$ cat config.mk
export PLATFORM = sky130hd
export DESIGN_NAME = dmem_sequencer
export DESIGN_NICKNAME = d
export VERILOG_FILES = /design/src/rtl/dmem_sequencer_pkg.sv /design/src/rtl/dmem_sequencer_byte_lane.sv /design/src/rtl/dmem_sequencer.sv
export SDC_FILE = /design/constraint.sdc
export NUM_CORES = 1
export LEC_CHECK = 0
export BUFFER_PORTS_ARGS = -buffer_cell sky130_fd_sc_hd__buf_4
export CAP_MARGIN = 20
export CORE_ASPECT_RATIO = 2
export CORE_UTILIZATION = 35
export DETAILED_ROUTE_END_ITERATION = 8
export GPL_TIMING_DRIVEN = 0
export PLACE_DENSITY = 0.62
export SYNTH_ARGS = -nofsm -noshare
export SYNTH_HDL_FRONTEND = slang
export SYNTH_SLANG_ARGS = --single-unit
$ cat constraint.sdc
create_clock -name clk -period 2.6 [get_ports clk]
set_input_delay 0.52 -clock clk [delete_from_list [all_inputs] [get_ports clk]]
set_output_delay 0.52 -clock clk [all_outputs]
set_load 0.02 [all_outputs]
$ cat src/rtl/dmem_sequencer_pkg.sv
// dmem_sequencer_pkg
//   Shared types and constants for the data-memory sequencer:
//   FSM state encoding, default access timeout, timeout counter width,
//   and a byte replication helper used by the lane logic.
package dmem_sequencer_pkg;

  localparam int unsigned TIMEOUT_DEFAULT = 15;
  localparam int unsigned CNT_W           = 4;

  typedef enum logic [1:0] {
    IDLE = 2'd0,
    REQ  = 2'd1,
    DONE = 2'd2,
    ERR  = 2'd3
  } dmem_state_e;

  function automatic logic [63:0] replicate_byte(input logic [7:0] b);
    return {8{b}};
  endfunction

endpackage

$ cat src/rtl/dmem_sequencer_byte_lane.sv
// byte_lane
//   Combinational lane steering for byte and 64-bit accesses.
//   Ports:
//     i_byte   - 1: byte access, 0: 64-bit access
//     i_lane   - byte lane (address bits [2:0])
//     i_wdata  - store data from the sequencer's latch
//     i_rdata  - raw read data from memory
//     o_be     - byte-lane enable
//     o_wdata  - store data as presented to memory
//     o_rdata  - load result (zero-extended byte or full word)
module byte_lane
  import dmem_sequencer_pkg::*;
(
  input  logic        i_byte,
  input  logic [2:0]  i_lane,
  input  logic [63:0] i_wdata,
  input  logic [63:0] i_rdata,
  output logic [7:0]  o_be,
  output logic [63:0] o_wdata,
  output logic [63:0] o_rdata
);

  always_comb begin
    o_be    = 8'hFF;
    o_wdata = i_wdata;
    o_rdata = i_rdata;
    if (i_byte) begin
      o_be    = 8'h01 << i_lane;
      // Byte stores put the byte on every lane; mem_be picks the live one.
      o_wdata = replicate_byte(i_wdata[7:0]);
      o_rdata = {56'b0, i_rdata[{i_lane, 3'b000} +: 8]};
    end
  end

endmodule

$ cat src/rtl/dmem_sequencer.sv
// dmem_sequencer
//   Sequences one load/store from the pipeline's main control onto a
//   request/acknowledge memory port, stalling the pipeline until done.
//   Ports:
//     clk, reset            - clock, asynchronous active-low reset
//     MemRead, MemWrite     - load / store command (store has priority)
//     xferByte              - 1: byte transfer, 0: 64-bit transfer
//     addr, wdata           - byte address and store data
//     mem_req, mem_we       - memory request and write strobe
//     mem_addr, mem_wdata   - latched address, lane-steered store data
//     mem_be                - byte-lane enable
//     mem_ack, mem_rdata    - memory completion strobe and read data
//     rdata                 - load result to the MemToReg mux
//     stall                 - hold PC / suppress RegWrite
//     mem_err               - access timed out (sticky until reset)
//
//   state | meaning
//   IDLE  | waiting for a command; stall follows the command combinationally
//   REQ   | request outstanding, counting unacknowledged cycles
//   DONE  | one-cycle completion, rdata valid, stall released
//   ERR   | access timed out; stall and mem_err held until reset
module dmem_sequencer
  import dmem_sequencer_pkg::*;
#(
  parameter int unsigned TIMEOUT = TIMEOUT_DEFAULT
) (
  input  logic        clk,
  input  logic        reset,
  input  logic        MemRead,
  input  logic        MemWrite,
  input  logic        xferByte,
  input  logic [63:0] addr,
  input  logic [63:0] wdata,
  output logic        mem_req,
  output logic        mem_we,
  output logic [63:0] mem_addr,
  output logic [63:0] mem_wdata,
  output logic [7:0]  mem_be,
  input  logic        mem_ack,
  input  logic [63:0] mem_rdata,
  output logic [63:0] rdata,
  output logic        stall,
  output logic        mem_err
);

  localparam logic [CNT_W-1:0] TIMEOUT_CNT = CNT_W'(TIMEOUT);

  dmem_state_e      r_state, w_state_nxt;
  logic [CNT_W-1:0] r_cnt, w_cnt_nxt;
  logic [63:0]      r_addr, r_wdata, r_rdata;
  logic             r_we, r_byte;

  logic             w_cmd, w_accept, w_load_done;
  logic [7:0]       w_be;
  logic [63:0]      w_wdata_lane, w_rdata_lane;

  // A set MemWrite masks whatever MemRead carries; reset masks both so
  // stall stays low while reset is held.
  assign w_cmd = reset & (MemWrite ? 1'b1 : MemRead);

  byte_lane u_byte_lane (
    .i_byte  (r_byte),
    .i_lane  (r_addr[2:0]),
    .i_wdata (r_wdata),
    .i_rdata (mem_rdata),
    .o_be    (w_be),
    .o_wdata (w_wdata_lane),
    .o_rdata (w_rdata_lane)
  );

  always_comb begin
    w_state_nxt = r_state;
    w_cnt_nxt   = r_cnt;
    w_accept    = 1'b0;
    w_load_done = 1'b0;
    stall       = 1'b0;
    mem_req     = 1'b0;
    mem_we      = 1'b0;
    mem_be      = 8'h00;
    mem_err     = 1'b0;
    case (r_state)
      IDLE: begin
        if (w_cmd) begin
          stall       = 1'b1;
          w_accept    = 1'b1;
          w_cnt_nxt   = '0;
          w_state_nxt = REQ;
        end
      end
      REQ: begin
        stall   = 1'b1;
        mem_req = 1'b1;
        mem_we  = r_we;
        mem_be  = w_be;
        if (mem_ack) begin
          w_load_done = ~r_we;
          w_state_nxt = DONE;
        end else begin
          w_cnt_nxt = r_cnt + 1'b1;
          if (w_cnt_nxt == TIMEOUT_CNT) w_state_nxt = ERR;
        end
      end
      DONE: begin
        w_state_nxt = IDLE;
      end
      ERR: begin
        stall   = 1'b1;
        mem_err = 1'b1;
      end
      default: begin
        w_state_nxt = IDLE;
      end
    endcase
  end

  always_ff @(posedge clk or negedge reset) begin
    if (!reset) begin
      r_state <= IDLE;
      r_cnt   <= '0;
      r_addr  <= '0;
      r_wdata <= '0;
      r_we    <= 1'b0;
      r_byte  <= 1'b0;
      r_rdata <= '0;
    end else begin
      r_state <= w_state_nxt;
      r_cnt   <= w_cnt_nxt;
      if (w_accept) begin
        r_addr  <= addr;
        r_wdata <= wdata;
        r_we    <= MemWrite;
        r_byte  <= xferByte;
      end
      if (w_load_done) r_rdata <= w_rdata_lane;
    end
  end

  assign mem_addr  = r_addr;
  assign mem_wdata = w_wdata_lane;
  assign rdata     = r_rdata;

endmodule

==> impl_metrics.tcl <==
set metrics [dict create \
    outcome "complete, but fails checks" \
    violations "negative hold slack" \
    worst_path_most_repeated_cell "buf_4" \
    grt_usage_pct 23.4 \
    grt_antenna_before_repair 1 \
    period_share_pct 96.0 \
    skew_ps 11.4 \
    area_delta_synth_final_pct 45.2 \
    crit_cells 6 \
    r2r_end "rdata[30]" \
    avgSynthCellArea_um2 11.3 \
    p_leak_nw 6.93 \
    cp_max_fo 10 \
    clockBufferDepth 2 \
    dieArea_um2 27000 \
    post-route-drc-count 0 \
    chipWidth_um 117 \
    grt_pass1_vias 7874 \
    cts.clk_slew.worst_paths_ps 70 \
    drive_above_1_share_pct 49.7 \
    final_common_cell "buf_4" \
    synth_edf_count 0 \
    mostFrequentLayoutCells "409 x buf_4, 199 x dfrtp_1, 121 x nand2_1, 87 x mux2_2, 68 x o21ai_0" \
    holdWs_ps -0.710 \
    fillers 2403 \
    cts_sinks 200 \
    slew_headroom_pct 55.8 \
    worst_pin_slew_ps 663 \
    root_buffer "clkbuf_16" \
    crit_chain "buf_4 > buf_6 > buf_8 > nand2_2 > o21ai_0 > buf_4" \
    fin_crit_ps 2500 \
    core_area_um2 25800 \
    drv_slew 0 \
    hold_viol 1 \
    synth_fp_nets 1019 \
    grt_pass1_wl_um 45600 \
    r2r_start "r_state[1]" \
    portBuffers 401 \
    yosys-top-cells-area "dfrtp_1 54%, mux2_2 11%, mux2_4 7.3%" \
    max_stage_delay_ps 440 \
    cp-startpoint "r_byte" \
    setup_viol 0 \
    grt-ovfl-total 0 \
    nets 1440 \
    die_h_um 232 \
    ir_worst_vdd_v 0.000676 \
    cp.arrival_ps 1980 \
    netlist_instances 819 \
    cp_data_required_time_ps 2080 \
    cts_buffers 17 \
    critPathCaptureType "output pin" \
    num_rows 83 \
    reg2reg_slack_ps 550 \
    crit_end "mem_wdata[29]" \
    synth_top_area_cell "dfrtp_1" \
    synthDominantCellAreaShare_pct 54.3 \
    dr.pass1.iters 5 \
    gp_congestion 0.864 \
    fmax_mhz 401 \
    dpl.hpwl_um 24500 \
    postRouteAntennaNets 0 \
    start_util_pct 35.8 \
    crit_buf_inv 4 \
    crit_path_start_kind "flop" \
    io_pins 402 \
    hp-class "in -> async" \
    maxCapViolations 0 \
    synth_cell_type_count 37 \
    critPathKind "reg -> out" \
    p_per_area_nw_per_um2 1360 \
    ys.warnings.count 0 \
    crit_family "buffers and inverters" \
    grt_setup_unrepaired "true" \
    ys_seq_area_share_pct 54.3 \
    worstRegToRegCells 5 \
    ys.flop_type "dfrtp_1" \
    cts_setup_buffers 0 \
    drt_wl_total_um 31400 \
    cpMaxStageDelayCell "dfrtp_2" \
    via_per_inst 4.71 \
    dp.cells 1561 \
    clock_latency_ps 450 \
    layoutNonFillerInstCount 1594 \
    synthArstFlopShare_pct 100 \
    cts_tree "built" \
    netlist_area_um2 9220 \
    grt_max_degree 103 \
    via_count 7508 \
    synth_seq_cells 200 \
    wl_per_cell_um 19.7 \
    drt_iter0_drc 334 \
    htreeDepth 4 \
]
[Yosys cell counts (5+ instances only)]
cell type  number
nor2_1         16
o21ai_0        70
buf_2          15
buf_6           6
clkbuf_1       24
mux2_4         45
nand2_1       129
nand3b_1       56
a31o_2          6
nand3_1         5
mux2i_1        20
mux2_2         87
a22oi_1         6
buf_1          10
a21oi_1        23
dfrtp_1       200
inv_1          63
buf_4           8
[state kept, by name (all words and copies together), names as in the netlist]
signal,flops
mem_addr,64
r_byte,1
r_cnt,4
r_state,2
r_wdata,64
r_we,1
rdata,64
[how the worst min path moves through the flow]
stage                     startpoint  slack, ps           to  depth (start not counted)
after floorplan                reset        220  mem_addr[0]                          0
after global placement     rdata[26]        450    rdata[26]                          2
after detailed placement   rdata[53]        460    rdata[53]                          2
after CTS                      reset         30    rdata[48]                          1
after global routing           reset         70    rdata[48]                          1
final                          reset       -0.7    rdata[48]                          1
[metal layers]
metal	up-vias	wire length, um	GRT usage (%)
met1	3604	10500	22.7
met4	0	1280	12.1
met3	50	1810	5.91
li1	3566	-	-
met2	288	17800	44.0
met5	-	0	0
[area by class of cell]
class	instances	area, um^2	area share (%)
Sequential cell	200	5010	37.4
Multi-Input combinational cell	493	3700	27.7
Timing Repair Buffer	403	3080	23.0
Clock buffer	17	425	3.18
Tap cell	340	425	3.18
Buffer	62	354	2.65
Inverter	63	236	1.77
Clock inverter	15	153	1.14
Antenna cell	1	2.50	0.0187
[what timing repair did]
action	in CTS	in global routing
resized for setup	25	8
hold buffers	0	0
pin swaps	0	0
setup endpoints to repair	157	111
gates cloned	0	1
[metrics by stage]
stage	TNS [ps]	worst slack, ps	utilization [%]	total power, mW	instance area, um^2
final	0	103	52.0	18.2	13400
after global routing	-22.9	-22.9	52.0	19.2	13400
after CTS	0	0.676	51.8	18.3	13300
after detailed placement	-95920	-649	49.3	15.5	12700
after global placement	-338690	-1680	49.1	15.4	12700
after floorplan	0	498	-	11.0	9220
[logic make-up after synthesis]
logic type / Yosys count / share of synthesized area, %
and+or+nand+nor: 224 / 12.1
DFF: 200 / 54.3
muxes: 153 / 20.4
buffers and inverters: 126 / 6.15
AOI/OAI and AO/OA: 112 / 6.68
xor gates and xnor gates: 2 / 0.190
adders and majority gates: 2 / 0.271
[power breakdown]
group | leakage, nW | switching (mW) | internal, mW
combinational | 4.22 | 5.58 | 4.56
clock | 0.287 | 1.36 | 1.29
sequential | 2.43 | 0.863 | 4.54
total | 6.93 | 7.80 | 10.4
(Power assumes the default switching activity.)
